--- config.mk ---
export PLATFORM = sky130hd
export DESIGN_NAME = tdm_demux_4
export DESIGN_NICKNAME = d
export VERILOG_FILES = /design/src/rtl/tdm_pkg.sv /design/src/rtl/dec_2_4.sv /design/src/rtl/tdm_demux_4.sv
export SDC_FILE = /design/constraint.sdc
export NUM_CORES = 1
export LEC_CHECK = 0
export ABC_AREA = 1
export CAP_MARGIN = 20
export CORE_UTILIZATION = 42
export DETAILED_ROUTE_END_ITERATION = 6
export PLACE_DENSITY = 0.7
export SYNTH_ARGS = -nofsm -noshare
export SYNTH_HDL_FRONTEND = slang
export SYNTH_HIERARCHICAL = 1
export SYNTH_SLANG_ARGS = --single-unit
--- constraint.sdc ---
create_clock -name clk -period 1.55 [get_ports clk]
set_input_delay 0.2325 -clock clk [delete_from_list [all_inputs] [get_ports clk]]
set_output_delay 0.2325 -clock clk [all_outputs]
set_load 0.03 [all_outputs]
--- src/rtl/tdm_pkg.sv ---
// Shared types and constants for the 4-channel TDM receive path.
//   NUM_SLOTS : samples per frame
//   SLOT_W    : width of a slot index
//   state_e   : frame-alignment state (hunting for sync / locked to it)
//   slot_t    : slot index type
package tdm_pkg;

  localparam int unsigned NUM_SLOTS = 4;
  localparam int unsigned SLOT_W    = 2;

  typedef enum logic {
    StHunt,
    StLocked
  } state_e;

  typedef logic [SLOT_W-1:0] slot_t;

endpackage

--- src/rtl/dec_2_4.sv ---
// 2-to-4 one-hot decoder with enable.
//   en     : when low, all outputs are low
//   sel    : index of the output to raise
//   onehot : one-hot decode of sel, gated by en
module dec_2_4
  import tdm_pkg::*;
(
  input  logic                 en,
  input  slot_t                sel,
  output logic [NUM_SLOTS-1:0] onehot
);

  always_comb begin
    onehot = '0;
    if (en) begin
      onehot[sel] = 1'b1;
    end
  end

endmodule

--- src/rtl/tdm_demux_4.sv ---
// Receive end of the 4-channel TDM link. Collects four consecutive accepted samples
// (slot 0 marked by sync) into shadow lanes and publishes them on y0..y3 in one edge.
//   clk, rst_n  : clock, asynchronous active-low reset
//   din         : serial TDM sample, accepted when din_valid is high
//   sync        : current sample is slot 0 (ignored without din_valid)
//   y0..y3      : last complete frame, registered
//   frame_valid : one-cycle pulse when y0..y3 load a new frame
//   sel         : slot the next accepted sample will occupy
//   locked      : frame alignment acquired
//   sync_err    : one-cycle pulse on an alignment violation
module tdm_demux_4
  import tdm_pkg::*;
#(
  parameter int unsigned W           = 1,
  parameter bit          STRICT_SYNC = 1'b1
) (
  input  logic         clk,
  input  logic         rst_n,
  input  logic [W-1:0] din,
  input  logic         din_valid,
  input  logic         sync,
  output logic [W-1:0] y0,
  output logic [W-1:0] y1,
  output logic [W-1:0] y2,
  output logic [W-1:0] y3,
  output logic         frame_valid,
  output logic [1:0]   sel,
  output logic         locked,
  output logic         sync_err
);

  state_e               state_q, state_d;
  slot_t                sel_q, sel_d;
  logic                 sync_err_q, sync_err_d;
  logic                 frame_valid_q;
  logic [W-1:0]         shadow_q [NUM_SLOTS-1];
  logic [W-1:0]         y_q      [NUM_SLOTS];
  slot_t                wr_slot;
  logic                 wr_en;
  logic [NUM_SLOTS-1:0] lane_we;

  always_comb begin
    state_d    = state_q;
    sel_d      = sel_q;
    sync_err_d = 1'b0;
    wr_slot    = sel_q;
    wr_en      = 1'b0;
    if (din_valid) begin
      if (sync) begin
        // A sync sample always restarts the frame at slot 0; mid-frame it also
        // discards the partial frame and flags the misalignment.
        wr_slot    = '0;
        wr_en      = 1'b1;
        sel_d      = slot_t'(1);
        state_d    = StLocked;
        sync_err_d = (state_q == StLocked) && (sel_q != '0);
      end else if (state_q == StLocked) begin
        if ((sel_q == '0) && STRICT_SYNC) begin
          sync_err_d = 1'b1;
          state_d    = StHunt;
          sel_d      = '0;
        end else begin
          wr_en = 1'b1;
          sel_d = sel_q + 1'b1;
        end
      end
    end
  end

  // Lanes 0..2 go to shadow storage; lane 3 is the frame-complete strobe.
  dec_2_4 u_dec (
    .en     (wr_en),
    .sel    (wr_slot),
    .onehot (lane_we)
  );

  always_ff @(posedge clk or negedge rst_n) begin
    if (!rst_n) begin
      state_q       <= StHunt;
      sel_q         <= '0;
      sync_err_q    <= 1'b0;
      frame_valid_q <= 1'b0;
      for (int i = 0; i < NUM_SLOTS - 1; i++) begin
        shadow_q[i] <= '0;
      end
      for (int i = 0; i < NUM_SLOTS; i++) begin
        y_q[i] <= '0;
      end
    end else begin
      state_q       <= state_d;
      sel_q         <= sel_d;
      sync_err_q    <= sync_err_d;
      frame_valid_q <= lane_we[NUM_SLOTS-1];
      for (int i = 0; i < NUM_SLOTS - 1; i++) begin
        if (lane_we[i]) begin
          shadow_q[i] <= din;
        end
      end
      if (lane_we[NUM_SLOTS-1]) begin
        for (int i = 0; i < NUM_SLOTS - 1; i++) begin
          y_q[i] <= shadow_q[i];
        end
        y_q[NUM_SLOTS-1] <= din;
      end
    end
  end

  assign y0          = y_q[0];
  assign y1          = y_q[1];
  assign y2          = y_q[2];
  assign y3          = y_q[3];
  assign frame_valid = frame_valid_q;
  assign sel         = sel_q;
  assign locked      = (state_q == StLocked);
  assign sync_err    = sync_err_q;

endmodule

-- Yosys cells after proc, flatten, opt, wreduce, memory -nomap -nowiden
Index checks and enable logic that the tools add are counted.
- add/subtract/negate cells: 1
- order comparisons: 2
- multiplexer cells: 16
- reductions and logical operators: 6
- operator list (operator ; count):
    $mux W2 ; 5
    $mux W1 ; 9
    $mux W4 ; 1
    $reduce_bool A2 Y1 ; 2
    $lt A2 B3 Y1 const B ; 1
    $add A2 B1 Y2 const B ; 1
    $demux W1 S2 ; 1
    $ge A2 B1 Y1 const B ; 1
    $logic_and A1 B1 Y1 ; 2
    $logic_not A2 Y1 ; 1
    $reduce_and A2 Y1 ; 1
- register bits after elaboration: 12
- output and inout bits: 9
- word-level logic and storage cells: 36

-- Depth between registers and ports, before layout
Gate-level depths: netlist (run 1).
- depth in word-level cells: 7
- gate-level depth with buffers: 10

-- Modules after synthesis
Netlist (run 1), hierarchy kept.
- modules (own cells, without submodules) (module ; times used ; cells each ; area an instance (um2)):
    tdm_demux_4 ; 1 ; 59 ; 515.5
    dec_2_4 ; 1 ; 8 ; 30.0

-- Worst setup path before layout (run 1)
No wires, ideal clock.
- path kind: register to register
- start: register sel_q[0], in the netlist sel[0]
- end: register y_q (netlist bit y1)
- library setup time: 0.077 ns
- arrival time: 1.552 ns
- required time: 1.473 ns
- setup slack: -0.079 ns
- stages on the path, launching flop included: 11
- buffers on the path: 1
- path through: dfrtp_1 -> inv_1 -> ha_1 -> inv_1 -> nand3_1 -> nand2_1 -> nand2_1 -> nor2_1 -> clkbuf_2 -> nor2_1 -> a21oi_1
- elaborated cells on any way between the ends: 13
- those cells by class: order compare (2); mux (9); reduce/logical (2)
- RTL lines (what ; RTL line ; RTL):
    from (decl) ; tdm_demux_4.sv:33 ; slot_t sel_q, sel_d;
    from (signal assigned) ; tdm_demux_4.sv:91 ; sel_q <= sel_d;
    $logic_not A2 Y1 ; tdm_demux_4.sv:58 ; if ((sel_q == '0) && STRICT_SYNC) begin
    $mux W1 ; tdm_demux_4.sv:58 ;
    $mux W1 ; tdm_demux_4.sv:57 ; end else if (state_q == StLocked) begin
    $mux W1 ; tdm_demux_4.sv:49 ; if (sync) begin
    $mux W1 ; tdm_demux_4.sv:48 ; if (din_valid) begin
    via wr_en ; tdm_demux_4.sv:39 ; logic wr_en;
    $mux W4 ; dec_2_4.sv:15 ; if (en) begin
    via lane_we[3] ; tdm_demux_4.sv:40 ; logic [NUM_SLOTS-1:0] lane_we;
    to (signal, indexed assignment) ; tdm_demux_4.sv:101 ; y_q[i] <= shadow_q[i];
    to (signal, indexed assignment) ; tdm_demux_4.sv:103 ; y_q[NUM_SLOTS-1] <= din;
    to (decl) ; tdm_demux_4.sv:37 ; logic [W-1:0] y_q [NUM_SLOTS];
The timed path passes the listed nets, and every way through them passes these cells.
A chain may end at the register's enable or synchronous reset.

-- Final worst setup path (run 1)
- start: register sync_err_q, in the netlist sync_err
- end: output sync_err
- RTL lines (what ; RTL line ; RTL):
    from (decl) ; tdm_demux_4.sv:34 ; logic sync_err_q, sync_err_d;
    from (signal assigned) ; tdm_demux_4.sv:92 ; sync_err_q <= sync_err_d;
    to (decl) ; tdm_demux_4.sv:29 ; output logic sync_err
No word-level cell between the ends.

==> results of run 1 <==
[area by class of cell]
type,count,area share
clock buffers,4,0.0459
inverters,13,0.0617
multi-input cells,41,0.258
flip-flops and latches,12,0.383
well taps,14,0.0222
repair buffers,19,0.229
[how the worst min path moves through the flow]
stage                start           to  slack, ps  cells after the start
2_1_floorplan        rst_n  frame_valid        -60                      0
3_3_place_gp   shadow_q[0]           y2        490                      2
3_5_place_dp   shadow_q[0]           y2        500                      2
4_1_cts              rst_n  shadow_q[2]        310                      1
5_1_grt              rst_n     sync_err        340                      1
6_report             rst_n     sync_err        310                      1
[metrics by stage]
stage / TNS, ps / instance area (sq um) / setup slack [ps] / hold slack [ps] / cells
CTS: 0 / 768 / 1.89 / 314 / 103
floorplan: 0 / 548 / 18.9 / -63.1 / 67
global route: 0 / 791 / 4.23 / 341 / 103
detailed placement: -93.5 / 736 / -36.3 / 496 / 99
global placement: -23.5 / 736 / -23.5 / 490 / 99
finish: 0 / 791 / 66.7 / 306 / 103
[per-layer routing]
metal  global-route usage  part of all wire  vias up
met1                0.226              0.47      192
met3               0.0698             0.067        0
met4               0.0804                 0        0
li1                     -                 -      248
met5                    0                 0        -
met2                0.258              0.47       16
[timing repair]
action | in CTS | in global routing
gates resized for setup | 3 | 8
endpoints found under the setup margin | 3 | 8
setup buffers | 0 | 0
pin swaps | 0 | 0
cloned | 0 | 0
[cells in the mapped netlist (all sizes together)]
cell,n,area [sq um]
nand3,5,25.0
nor2,12,47.6
inv,13,48.8
nand2,15,58.8
a21oi,3,15.0
ha,2,25.0
o21ai,4,20.0
clkbuf,1,5.00
dfrtp,12,300
[power by group through the flow]
stage	Sequential, W	Clock (W)	Combinational, W
5_1_grt	0.000491	0.000265	0.000566
4_1_cts	0.000480	0.000251	0.000513
6_report	0.000477	0.000240	0.000516
3_5_place_dp	0.000488	0	0.000523
3_3_place_gp	0.000482	0	0.000519
2_1_floorplan	0.000629	0	0.000159
[cells by family after synthesis]
kind of cell,count (synthesis)
adder cells (fa/ha/maj),2
flip-flops,12
AND/OR/NAND/NOR,32
buffers and inverters,14
AO/OA/AOI/OAI,7
[state kept, by name, summed over array words and instances, names as in the netlist]
| name | count |
|---|---|
| shadow_q | 3 |
| sel | 2 |
| frame_valid | 1 |
| locked | 1 |
| sync_err | 1 |
| y0 | 1 |
| y1 | 1 |
| y2 | 1 |
| y3 | 1 |
==> summary.txt, run 1 <==
Run status
  – Status: finished clean

Setup path
  – Kind of critical path: register to primary output
  – CP Cell Sequence: clkdlybuf4s50_1
  – Bufs and invs on worst path: 1
  – Delay-heaviest family, CP: buffers and inverters
  – CP startpoint: sync_err
  – R2R depth: 10
  – Reg-to-Reg Start: sel[1]
  – Crit path DAT: 1250 ps
  – Max stage delay on crit path: 660 ps
  – Register-to-Register Setup Slack: 130 ps
  – Worst Setup End Kind: primary output
  – Slowest cell on the critical path: clkdlybuf4s50_1
  – Reg2reg end: y1
  – Critical Path Stages: 1
  – CP required: 1320 ps
  – CP endpoint: sync_err
  – Critical path fanouts, max: 1
  – Crit path launch type: register

Timing
  – Max Fclk: 674 MHz
  – Fin. max-slew vios: 0
  – Worst slew pin tran: 529 ps
  – RSZ-0062 raised after global routing: no
  – Worst clock skew: 5.90 ps
  – Endpoints failing setup: 0
  – Min Tclk post-route: 1480 ps
  – Tcrit/Tclk final: 0.957
  – Worst relative slew slack: 0.646
  – Final hold violation count: 0

Global route
  – Largest net degree at the start of global routing: 13
  – Initial antenna violation count: 0
  – Gr ovfl total: 0
  – GRT Resource Usage Total: 0.176
  – Vias in the first global route: 409
  – First-pass GRT wire length: 1.64 mm

Yosys
  – Main combinational cell family by area after synthesis: simple AND/OR/NAND/NOR gates
  – Synth Area in Simple Gates: 0.241
  – Mean Syn Cell Area: 8.14 sq um
  – Gate count of the mapped netlist: 67
  – Mapped Area: 546 sq um
  – Mux cell area share after synthesis: 0
  – Seq/Total Area, Yosys: 0.550
  – Yosys warns: 6
  – Number of synthesized register bits: 12
  – Post-synthesis xor/xnor area fraction: 0
  – Post-synth cell types: 12
  – Synth Area in Adders: 0.0459
  – Syn_nets: 74
  – Synth Area in Compound Gates: 0.0642

Clocking
  – CTS Root Cell: clkbuf_4
  – Clk sinks: 12
  – Clock buffer depth: 2
  – Hold-fix buffers, CTS: 0
  – Htree depth: 1
  – Worst-path clk slew: 70 ps
  – TritonCTS clock tree: done
  – Total CTS buffers: 3
  – Worst-Skew Late Latency: 270 ps

Placed design
  – Buffers on Ports: 13
  – DP Wirelength: 758 um
  – Routability cong.: 0.844

Layout
  – Most common cell after layout, fill and taps aside: nand2_1
  – Footprint of the multi-input gates: 204 sq um
  – Util after Layout: 0.684
  – ANT cells: 0
  – Most frequent cells in the layout: nand2_1, inv_1, nor2_1
  – P&R area growth vs syn: 45.0%
  – Final #Nets: 97
  – Filler cell count: 107
  – Layout cells sized above 1: 0.191
  – Storage cell area: 303 sq um

Routing
  – Initial DRC count: 15
  – Vias per cell: 4.43
  – Post-DRT Antenna Nets: 0
  – Drt total wl: 984 um
  – Routed vias: 456
  – DR DRC count: 0
  – WL/cell: 9.55 um
  – DRT Pass-1 Iters: 4

Floorplan
  – Die span in x: 38.0 um
  – Row count: 12
  – Core area: 1160 sq um
  – Full die area: 1450 sq um
  – Count of boundary I/O pins: 14
  – Vert. Die Dim: 38.0 um
  – Starting density of the core: 0.472

Power and ir drop
  – Clock Power Share: 0.194
  – Pwr/cell area: 1560 nW/um^2
  – Internal: 0.000770 W
  – Net Sw Power: 0.000462 W
  – VDD IR-drop max: 0.000755 V
  – Total Power: 0.00123 W
  – Comb power frac: 0.419
  – Switching Fraction: 0.375
  – Share of power burned in registers: 0.387
  – Leak: 0.443 nW

Worst hold path
  – Hold/Removal Path Class: input pin to asynchronous set/reset pin

Run
  – Max-cap violations: 0
Power figures use the tool's default switching activity.
==> run 2, diff against run 1 <==
--- a/config.mk
+++ b/config.mk
@@ -7,9 +7,10 @@
 export LEC_CHECK = 0
 export ABC_AREA = 1
 export CAP_MARGIN = 20
-export CORE_UTILIZATION = 42
+export CORE_AREA = 2 2 39 41
 export DETAILED_ROUTE_END_ITERATION = 6
-export PLACE_DENSITY = 0.7
+export DIE_AREA = 0 0 41 43
+export PLACE_DENSITY = 0.69
 export SYNTH_ARGS = -nofsm -noshare
 export SYNTH_HDL_FRONTEND = slang
 export SYNTH_HIERARCHICAL = 1
==> run 2 against run 1 <==
Clock skew decreased by 5.0 ps. Register-to-register slack got worse by 60 ps. Routed wire length increased by 9.6%. Via count grew 6.4%. Sequential power about the same. Total power shrank 2.9%. Die area up 22%. Fmax shrank 2.0%. Clock-buffer cell count fell by 1. Setup slack got worse by 30 ps. First-iteration DRC count fell by 87%. Critical path depth stayed put. Critical path type unchanged.
==> summary.txt, run 2 (synthesis results as in run 1) <==
Timing
  – Hold Slack: 308 ps
  – Endpoints failing setup: 0
  – Fin worst setup slack: 36.5 ps
  – Fin. max-slew vios: 0
  – Worst clock skew: 0.888 ps
  – TNS Setup: 0 ps
  – Worst relative slew slack: 0.654
  – Worst slew pin tran: 517 ps
  – Final hold violation count: 0
  – Tcrit/Tclk final: 0.976
  – Max Fclk: 661 MHz
  – Min Tclk post-route: 1510 ps

Clocking
  – Clk sinks: 12
  – CTS Root Cell: clkbuf_4
  – Hold-fix buffers, CTS: 0
  – Worst-path clk slew: 70 ps
  – Htree depth: 1
  – Worst-Skew Late Latency: 260 ps
  – TritonCTS clock tree: done
  – Total CTS buffers: 3
  – Clock buffer depth: 2

Global route
  – GRT Resource Usage Total: 0.143
  – Initial antenna violation count: 0
  – Largest net degree at the start of global routing: 13
  – Vias in the first global route: 407
  – First-pass GRT wire length: 1.67 mm
  – Gr ovfl total: 0

Floorplan
  – Core area: 1380 sq um
  – Count of boundary I/O pins: 14
  – Die span in x: 41 um
  – Vert. Die Dim: 43 um
  – Starting density of the core: 0.394
  – Full die area: 1760 sq um
  – Row count: 14

Layout
  – Largest register by flop count: shadow_q
  – Max reg flops: 3
  – Layout cells sized above 1: 0.222
  – Most frequent cells in the layout: nand2_1, inv_1, nor2_1, dfrtp_1
  – P&R area growth vs syn: 44.5%
  – ANT cells: 0
  – Final #Nets: 99
  – Util after Layout: 0.570
  – Most common cell after layout, fill and taps aside: nand2_1
  – Final Non-Filler Cells: 106

Placed design
  – DP Wirelength: 748 um
  – Inst Count DP: 100
  – DP Worst Slack: 1.42 ps
  – Routability cong.: 0.727
  – Buffers on Ports: 13

Routing
  – Drt total wl: 1.08 mm
  – Routed vias: 485
  – DR DRC count: 0
  – Vias per cell: 4.58
  – WL/cell: 10.2 um
  – Initial DRC count: 2
  – Post-DRT Antenna Nets: 0
  – DRT Pass-1 Iters: 4

Setup path
  – Kind of critical path: register to primary output
  – Register-to-Register Setup Slack: 70 ps
  – Delay-heaviest family, CP: buffers and inverters
  – Slowest cell on the critical path: clkdlybuf4s50_1
  – Bufs and invs on worst path: 1
  – CP required: 1320 ps
  – Critical path fanouts, max: 2
  – Crit path launch type: register
  – CP Cell Sequence: clkdlybuf4s50_1
  – Max stage delay on crit path: 670 ps
  – Crit path DAT: 1280 ps
  – Worst Setup End Kind: primary output

Run
  – Max-cap violations: 0

Power and ir drop
  – VDD IR-drop max: 0.000501 V
  – Pwr/cell area: 1520 nW/um^2
  – Leak: 0.437 nW

Run status
  – Status: finished clean

Worst hold path
  – Hold/Removal Path Class: input pin to asynchronous set/reset pin
[run 2: cell type report]
type,instances,area [sq um]
well taps,16,20.0
fillers,149,596
inverters,13,48.8
repair buffers,21,191
multi-input cells,41,203
clock buffers,3,22.5
flip-flops and latches,12,303
[run 2: timing repair]
item	CTS	global route
pin swaps	0	3
setup endpoints to repair	3	7
gates resized for setup	3	8
gates cloned	0	1
setup buffers	0	2
[run 2: metrics by stage]
stage          area [sq um]  power, W
5_1_grt                 788   0.00129
2_1_floorplan           548  0.000788
3_3_place_gp            731  0.000995
3_5_place_dp            731   0.00101
6_report                788   0.00120
4_1_cts                 749   0.00118
[run 2: path summary, 6_finish.rpt]
kind / from / end / cells past startpoint
max in group asynchronous: rst_n / sel[1] / 1
hold / removal: rst_n / shadow_q[0] / 1
hold reg to reg: shadow_q[1] / y1 / 2
min in group clk: shadow_q[1] / y1 / 2
setup reg to reg: sel[0] / y1 / 10
setup / recovery: y1 / y1 / 1
[run 2: layer usage]
layer,GRT usage,vias up,wire [um],share of wire
met5,0,-,0,0
met4,0.100,0,25,0.023
met3,0.0314,4,66,0.061
met2,0.194,14,522,0.48
met1,0.193,219,464,0.43
li1,-,248,-,-
[run 2: report_power, final]
group	internal [W]	total [W]	switching, W
combinational	0.000216	0.000538	0.000322
sequential	0.000425	0.000476	0.0000509
clock	0.0000898	0.000183	0.0000928
==> run 3, diff against run 2 <==
--- a/config.mk
+++ b/config.mk
@@ -10,6 +10,8 @@
 export CORE_AREA = 2 2 39 41
 export DETAILED_ROUTE_END_ITERATION = 6
 export DIE_AREA = 0 0 41 43
+export GPL_ROUTABILITY_DRIVEN = 1
+export MAX_ROUTING_LAYER = met4
 export PLACE_DENSITY = 0.69
 export SYNTH_ARGS = -nofsm -noshare
 export SYNTH_HDL_FRONTEND = slang
==> results of run 3 <==
Final layout, timing and power as in run 2 (identical DEF).
Among the figures that moved: final weighted congestion in routability-driven placement 0.727 -> 0.736; overall routing resource usage 0.143 -> 0.146
==> RTL edit 1: new RTL, settings of run 3 <==
Make the reset (`rst_n`) synchronous in one clocked block. Comments in the files are not updated.
--- a/src/rtl/tdm_demux_4.sv
+++ b/src/rtl/tdm_demux_4.sv
@@ -76,3 +76,3 @@
 
-  always_ff @(posedge clk or negedge rst_n) begin
+  always_ff @(posedge clk) begin
     if (!rst_n) begin
Check against the original RTL: differs if rst_n is asserted again (counterexample within 4 cycles, from zero or initial values and one cycle with rst_n low); with rst_n held inactive, the same outputs for 10 cycles.
==> RTL edit 1 against run 3 <==
Critical path depth is the same; highest routed layer unchanged; synthesized area grew 6.7%; global-route usage increased by 0.24 points; cell area is 3.5% higher; count of clock-buffer cells in the layout increased by 1; worst setup slack better by 12 ps; wire length rose by 2.8%; critical endpoint is now y2; sequential cell count is the same; fmax rose by 0.79%; utilization increased by 2.0 points.
Power is not compared: it rests on default switching activity, and its combinational part moved more than twofold at a synthesized area within 25%.
==> RTL edit 1: results (changes against run 3) <==
{| class="wikitable"
! Metric !! Value
|-
| Result of the run || complete, no violations
|-
| Bufs on Longest Clock Path || 2 (unchanged)
|-
| Post-synth cell types || 15 (+3)
|-
| Number of synthesis warnings || 6 (unchanged)
|-
| Max reg flops || 4 (+1)
|-
| Share of post-route cells with drive strength above 1 || 21.1% (-1.2 points)
|-
| Vias in the first global route || 429 (+5.4%)
|-
| Final weighted congestion of routability-driven global placement || 0.826 (+12%)
|-
| Post-CTS repair timing setup buffer count || 0 (unchanged)
|-
| Async set or reset register ratio after synthesis || 0% (-100 points)
|-
| # placed instances || 107 (+7.0%)
|-
| Cell types with the largest area share after synthesis || sky130_fd_sc_hd__dfxtp_1 28%, sky130_fd_sc_hd__edfxtp_1 21%, sky130_fd_sc_hd__nand2_1 15%
|-
| Number of DRC markers in iteration 0 || 6 (+4)
|-
| Leakage component of the power || 0.455 nW
|-
| Crit path largest cell delay || 670 ps (about the same)
|-
| Gate count of the mapped netlist || 75 (+12%)
|-
| Num CTS Buffers || 3 (unchanged)
|-
| Data arrival time of the worst path || 1270 ps
|-
| Tightest Hold Check Type || register to register
|-
| Pin count of the biggest net entering global routing || 15 (+2)
|-
| Number of iterations in the first detailed-routing pass || 4 (unchanged)
|-
| Clock root buffer || sky130_fd_sc_hd__clkbuf_4
|-
| Number of nets in the layout || 103 (+4.0%)
|-
| Headroom to the max-slew limit || 77.7% (+12 points)
|-
| Top register by number of flip-flops || y_q
|-
| First-pass GRT wire length || 1.71 mm (+2.5%)
|-
| Wire per inst || 9.98 microns (-1.8%)
|-
| Clk slew on worst S/H paths || about 80 ps
|-
| Portion of the post-synthesis area used by sequential elements || 48.2% (-6.9 points)
|-
| Kind of cell with the highest combined delay on the critical path || buffers and inverters
|-
| Syn nets || 82 (+11%)
|-
| Clock skew after layout || 1.04 ps (+0.150 ps)
|-
| Crit-path max FO || 2 (unchanged)
|-
| Detailed Route WL || 1.11 mm (+2.8%)
|-
| EDFF count, synth || 4 (+4)
|-
| H-tree depth || 1 (unchanged)
|-
| DP HPWL || 816 microns (+9.1%)
|-
| All-layer global routing usage || 14.9% (+0.24 points)
|-
| Cell types with the highest counts after synthesis || 23 x sky130_fd_sc_hd__nand2_1, 16 x sky130_fd_sc_hd__inv_1, 8 x sky130_fd_sc_hd__dfxtp_1
|-
| Detailed-route via count || 514 (+6.0%)
|-
| Clk Latency, worst-skew pair || 260 ps (about the same)
|}
RTL edit 1: cell types whose count changed in the layout (fill, tap and decap cells not counted), moves of 2 or more:
cell,delta
sky130_fd_sc_hd__dfxtp_2,+2
sky130_fd_sc_hd__dlygate4sd2_1,-2
sky130_fd_sc_hd__dfrtp_2,-2
sky130_fd_sc_hd__edfxtp_1,+4
sky130_fd_sc_hd__inv_1,+3
sky130_fd_sc_hd__dfxtp_1,+6
sky130_fd_sc_hd__dfrtp_1,-10
sky130_fd_sc_hd__nand2_1,+8
sky130_fd_sc_hd__o21ai_0,-4
sky130_fd_sc_hd__nor2_1,-4
sky130_fd_sc_hd__buf_4,-4
sky130_fd_sc_hd__a21oi_1,-2
RTL edit 1: metrics by stage:
stage               setup slack [ps]  area (sq um)
finish                          48.3           816
global route                   -14.8           816
CTS                             6.08           791
detailed placement             -93.5           766
global placement               -58.0           766
floorplan                       16.7           584
RTL edit 1: per-layer routing:
layer / track usage (%) / up-vias / wire, microns
met4: 8.00 / 0 / 14
met5: - / - / 0
met3: 4.71 / 2 / 35
li1: - / 264 / -
met1: 18.3 / 237 / 509
met2: 20.9 / 11 / 547
RTL edit 1: what timing repair did:
| action | 4_1_cts | 5_1_grt |
|---|---|---|
| endpoints found under the setup margin | 1 | 9 |
| pin swaps | 0 | 4 |
| resized for setup | 1 | 10 |
| hold endpoints to repair | 0 | 0 |
RTL edit 1: area by class of cell:
cell class | count | area [sq um]
repair buffers | 17 | 181
inverters | 17 | 63.8
clock buffers | 4 | 26.3
flip-flops and latches | 12 | 283
fillers | 121 | 568
multi-input cells | 45 | 241
well taps | 16 | 20.0
RTL edit 1: worst paths after layout:
| kind | cells after the start | from | slack (ps) | end |
|---|---|---|---|---|
| setup / recovery | 1 | y_q[2] | 50 | y2 |
| hold / removal | 2 | shadow_q[0][2] | 450 | y_q[2] |
| setup reg to reg | 9 | sel[1] | 90 | shadow_q[0][2] |
| hold reg to reg | 2 | shadow_q[0][2] | 450 | y_q[2] |
RTL edit 1: cells by family after synthesis:
kind of cell    after synthesis  synth area share, %
buf+inv                      18                 12.9
compound gates                2                 3.66
xor+xnor                      1                 1.51
fa+ha+maj                     2                 4.30
simple gates                 40                 29.5
flops                        12                 48.2
RTL edit 1: power by group through the flow:
| stage | logic, mW | clock network, mW | registers (mW) |
|---|---|---|---|
| final | 0.0896 | 0.202 | 0.341 |
| after global routing | 0.0980 | 0.222 | 0.343 |
| after CTS | 0.0866 | 0.206 | 0.341 |
| after detailed placement | 0.0874 | 0 | 0.348 |
| after global placement | 0.0854 | 0 | 0.348 |
| after floorplan | 0.0386 | 0 | 0.358 |
==> RTL edit 2: new RTL, settings of run 3 <==
Made on the original files. The package constant `NUM_SLOTS` goes from 4 to 8.
--- a/src/rtl/tdm_pkg.sv
+++ b/src/rtl/tdm_pkg.sv
@@ -7,3 +7,3 @@
 
-  localparam int unsigned NUM_SLOTS = 4;
+  localparam int unsigned NUM_SLOTS = 8;
   localparam int unsigned SLOT_W    = 2;
Check against the original RTL: not equivalent (a bounded check fails within 10 cycles, from zero or initial values and one cycle with rst_n low).
==> RTL edit 2 against run 3 <==
Synthesized area is 8.3% higher; cell area shrank 1.6%; synthesized cell count rose by 7.5%; sequential share of layout area increased by 3.5 points; largest power group is now registers; wire length down 10%; largest cell class unchanged; total power is 5.8% lower; sequential power rose by 4.2%; worst setup slack better by 34 ps; sequential cell count up 1; first-iteration DRC count is 100% higher.
==> RTL edit 2: results (changes against run 3) <==
{| class="wikitable"
! Metric !! Value
|-
| Result of the run || complete, no violations
|-
| Met2 wire length || 459 microns (-12%)
|-
| Detailed-route via count || 468 (-3.5%)
|-
| Wire per inst || 9.23 microns (-9.3%)
|-
| Met3 wire len || 63 microns (-4.5%)
|-
| Routed metal-1 wirelength || 432 microns (-6.9%)
|-
| First-pass GRT wire length || 1.73 mm (+3.7%)
|-
| Clock skew after layout || 3.41 ps (+2.52 ps)
|-
| Ratio of routed vias to standard cells || 4.46 (-2.6%)
|-
| Multi-input combinational cell area || 204 sq um (+0.62%)
|-
| Final clock-cell share || 3.39% (+0.53 points)
|-
| Gate count of the mapped netlist || 72 (+7.5%)
|-
| Global-route met1 utilization || 16.9% (-2.4 points)
|-
| End point of the critical path || sync_err
|-
| Multi-input combinational cell count || 44 (+7.3%)
|-
| Reg2Reg Launch Point || sel[1]
|-
| Kind of cell with the highest combined delay on the critical path || buffers and inverters
|-
| Max reg flops || 4 (+1)
|-
| DP HPWL || 782 microns (+4.5%)
|-
| Vias in the first global route || 451 (+11%)
|-
| GR Layer Usage met3 || 4.71% (+1.6 points)
|-
| Multi-input logic portion of the cell area || 26.3% (+0.58 points)
|-
| Number of nets in the layout || 97 (-2.0%)
|-
| Share of post-route cells with drive strength above 1 || 8.99% (-13 points)
|-
| Buffers, non-clock || 15 (-29%)
|-
| H-tree depth || 1 (unchanged)
|-
| Post-route worst hold slack || 254 ps (-54.0 ps)
|-
| VDD IR-drop max || 0.000634 V (+27%)
|-
| Crit-path max FO || 1 (-1)
|-
| Filler instances || 137 (-8.1%)
|-
| Data arrival time of the worst path || 1250 ps (-30 ps)
|-
| Switching power of the nets || 420 uW (-9.7%)
|-
| All-layer global routing usage || 15.3% (+0.63 points)
|-
| # placed instances || 101 (+1.0%)
|-
| Fraction of standard cell area that is sequential || 41.9% (+3.5 points)
|-
| End of the worst register-to-register path || shadow_q[4]
|-
| Launch point of the worst path || sync_err
|-
| Post-Place Cell Area || 743 sq um (+1.7%)
|-
| Worst slack at placement || 50.1 ps (+48.7 ps)
|}
==> RTL edit 2: power groups by stage <==
| stage | clock network [mW] | logic (mW) | registers (mW) |
|---|---|---|---|
| after floorplan | 0 | 0.158 | 0.617 |
| after CTS | 0.212 | 0.439 | 0.498 |
| after global placement | 0 | 0.442 | 0.500 |
| final | 0.203 | 0.428 | 0.496 |
| after global routing | 0.228 | 0.480 | 0.512 |
| after detailed placement | 0 | 0.449 | 0.506 |
==> RTL edit 2: worst register-to-register path, cell delays in order (launching register included) <==
cell	delay, ps
sky130_fd_sc_hd__dfrtp_1	400
sky130_fd_sc_hd__inv_1	80
sky130_fd_sc_hd__ha_1	210
sky130_fd_sc_hd__inv_1	70
sky130_fd_sc_hd__nand3_1	80
sky130_fd_sc_hd__nand2_1	90
sky130_fd_sc_hd__nand2_1	70
sky130_fd_sc_hd__nor2_1	120
sky130_fd_sc_hd__o21ai_0	100
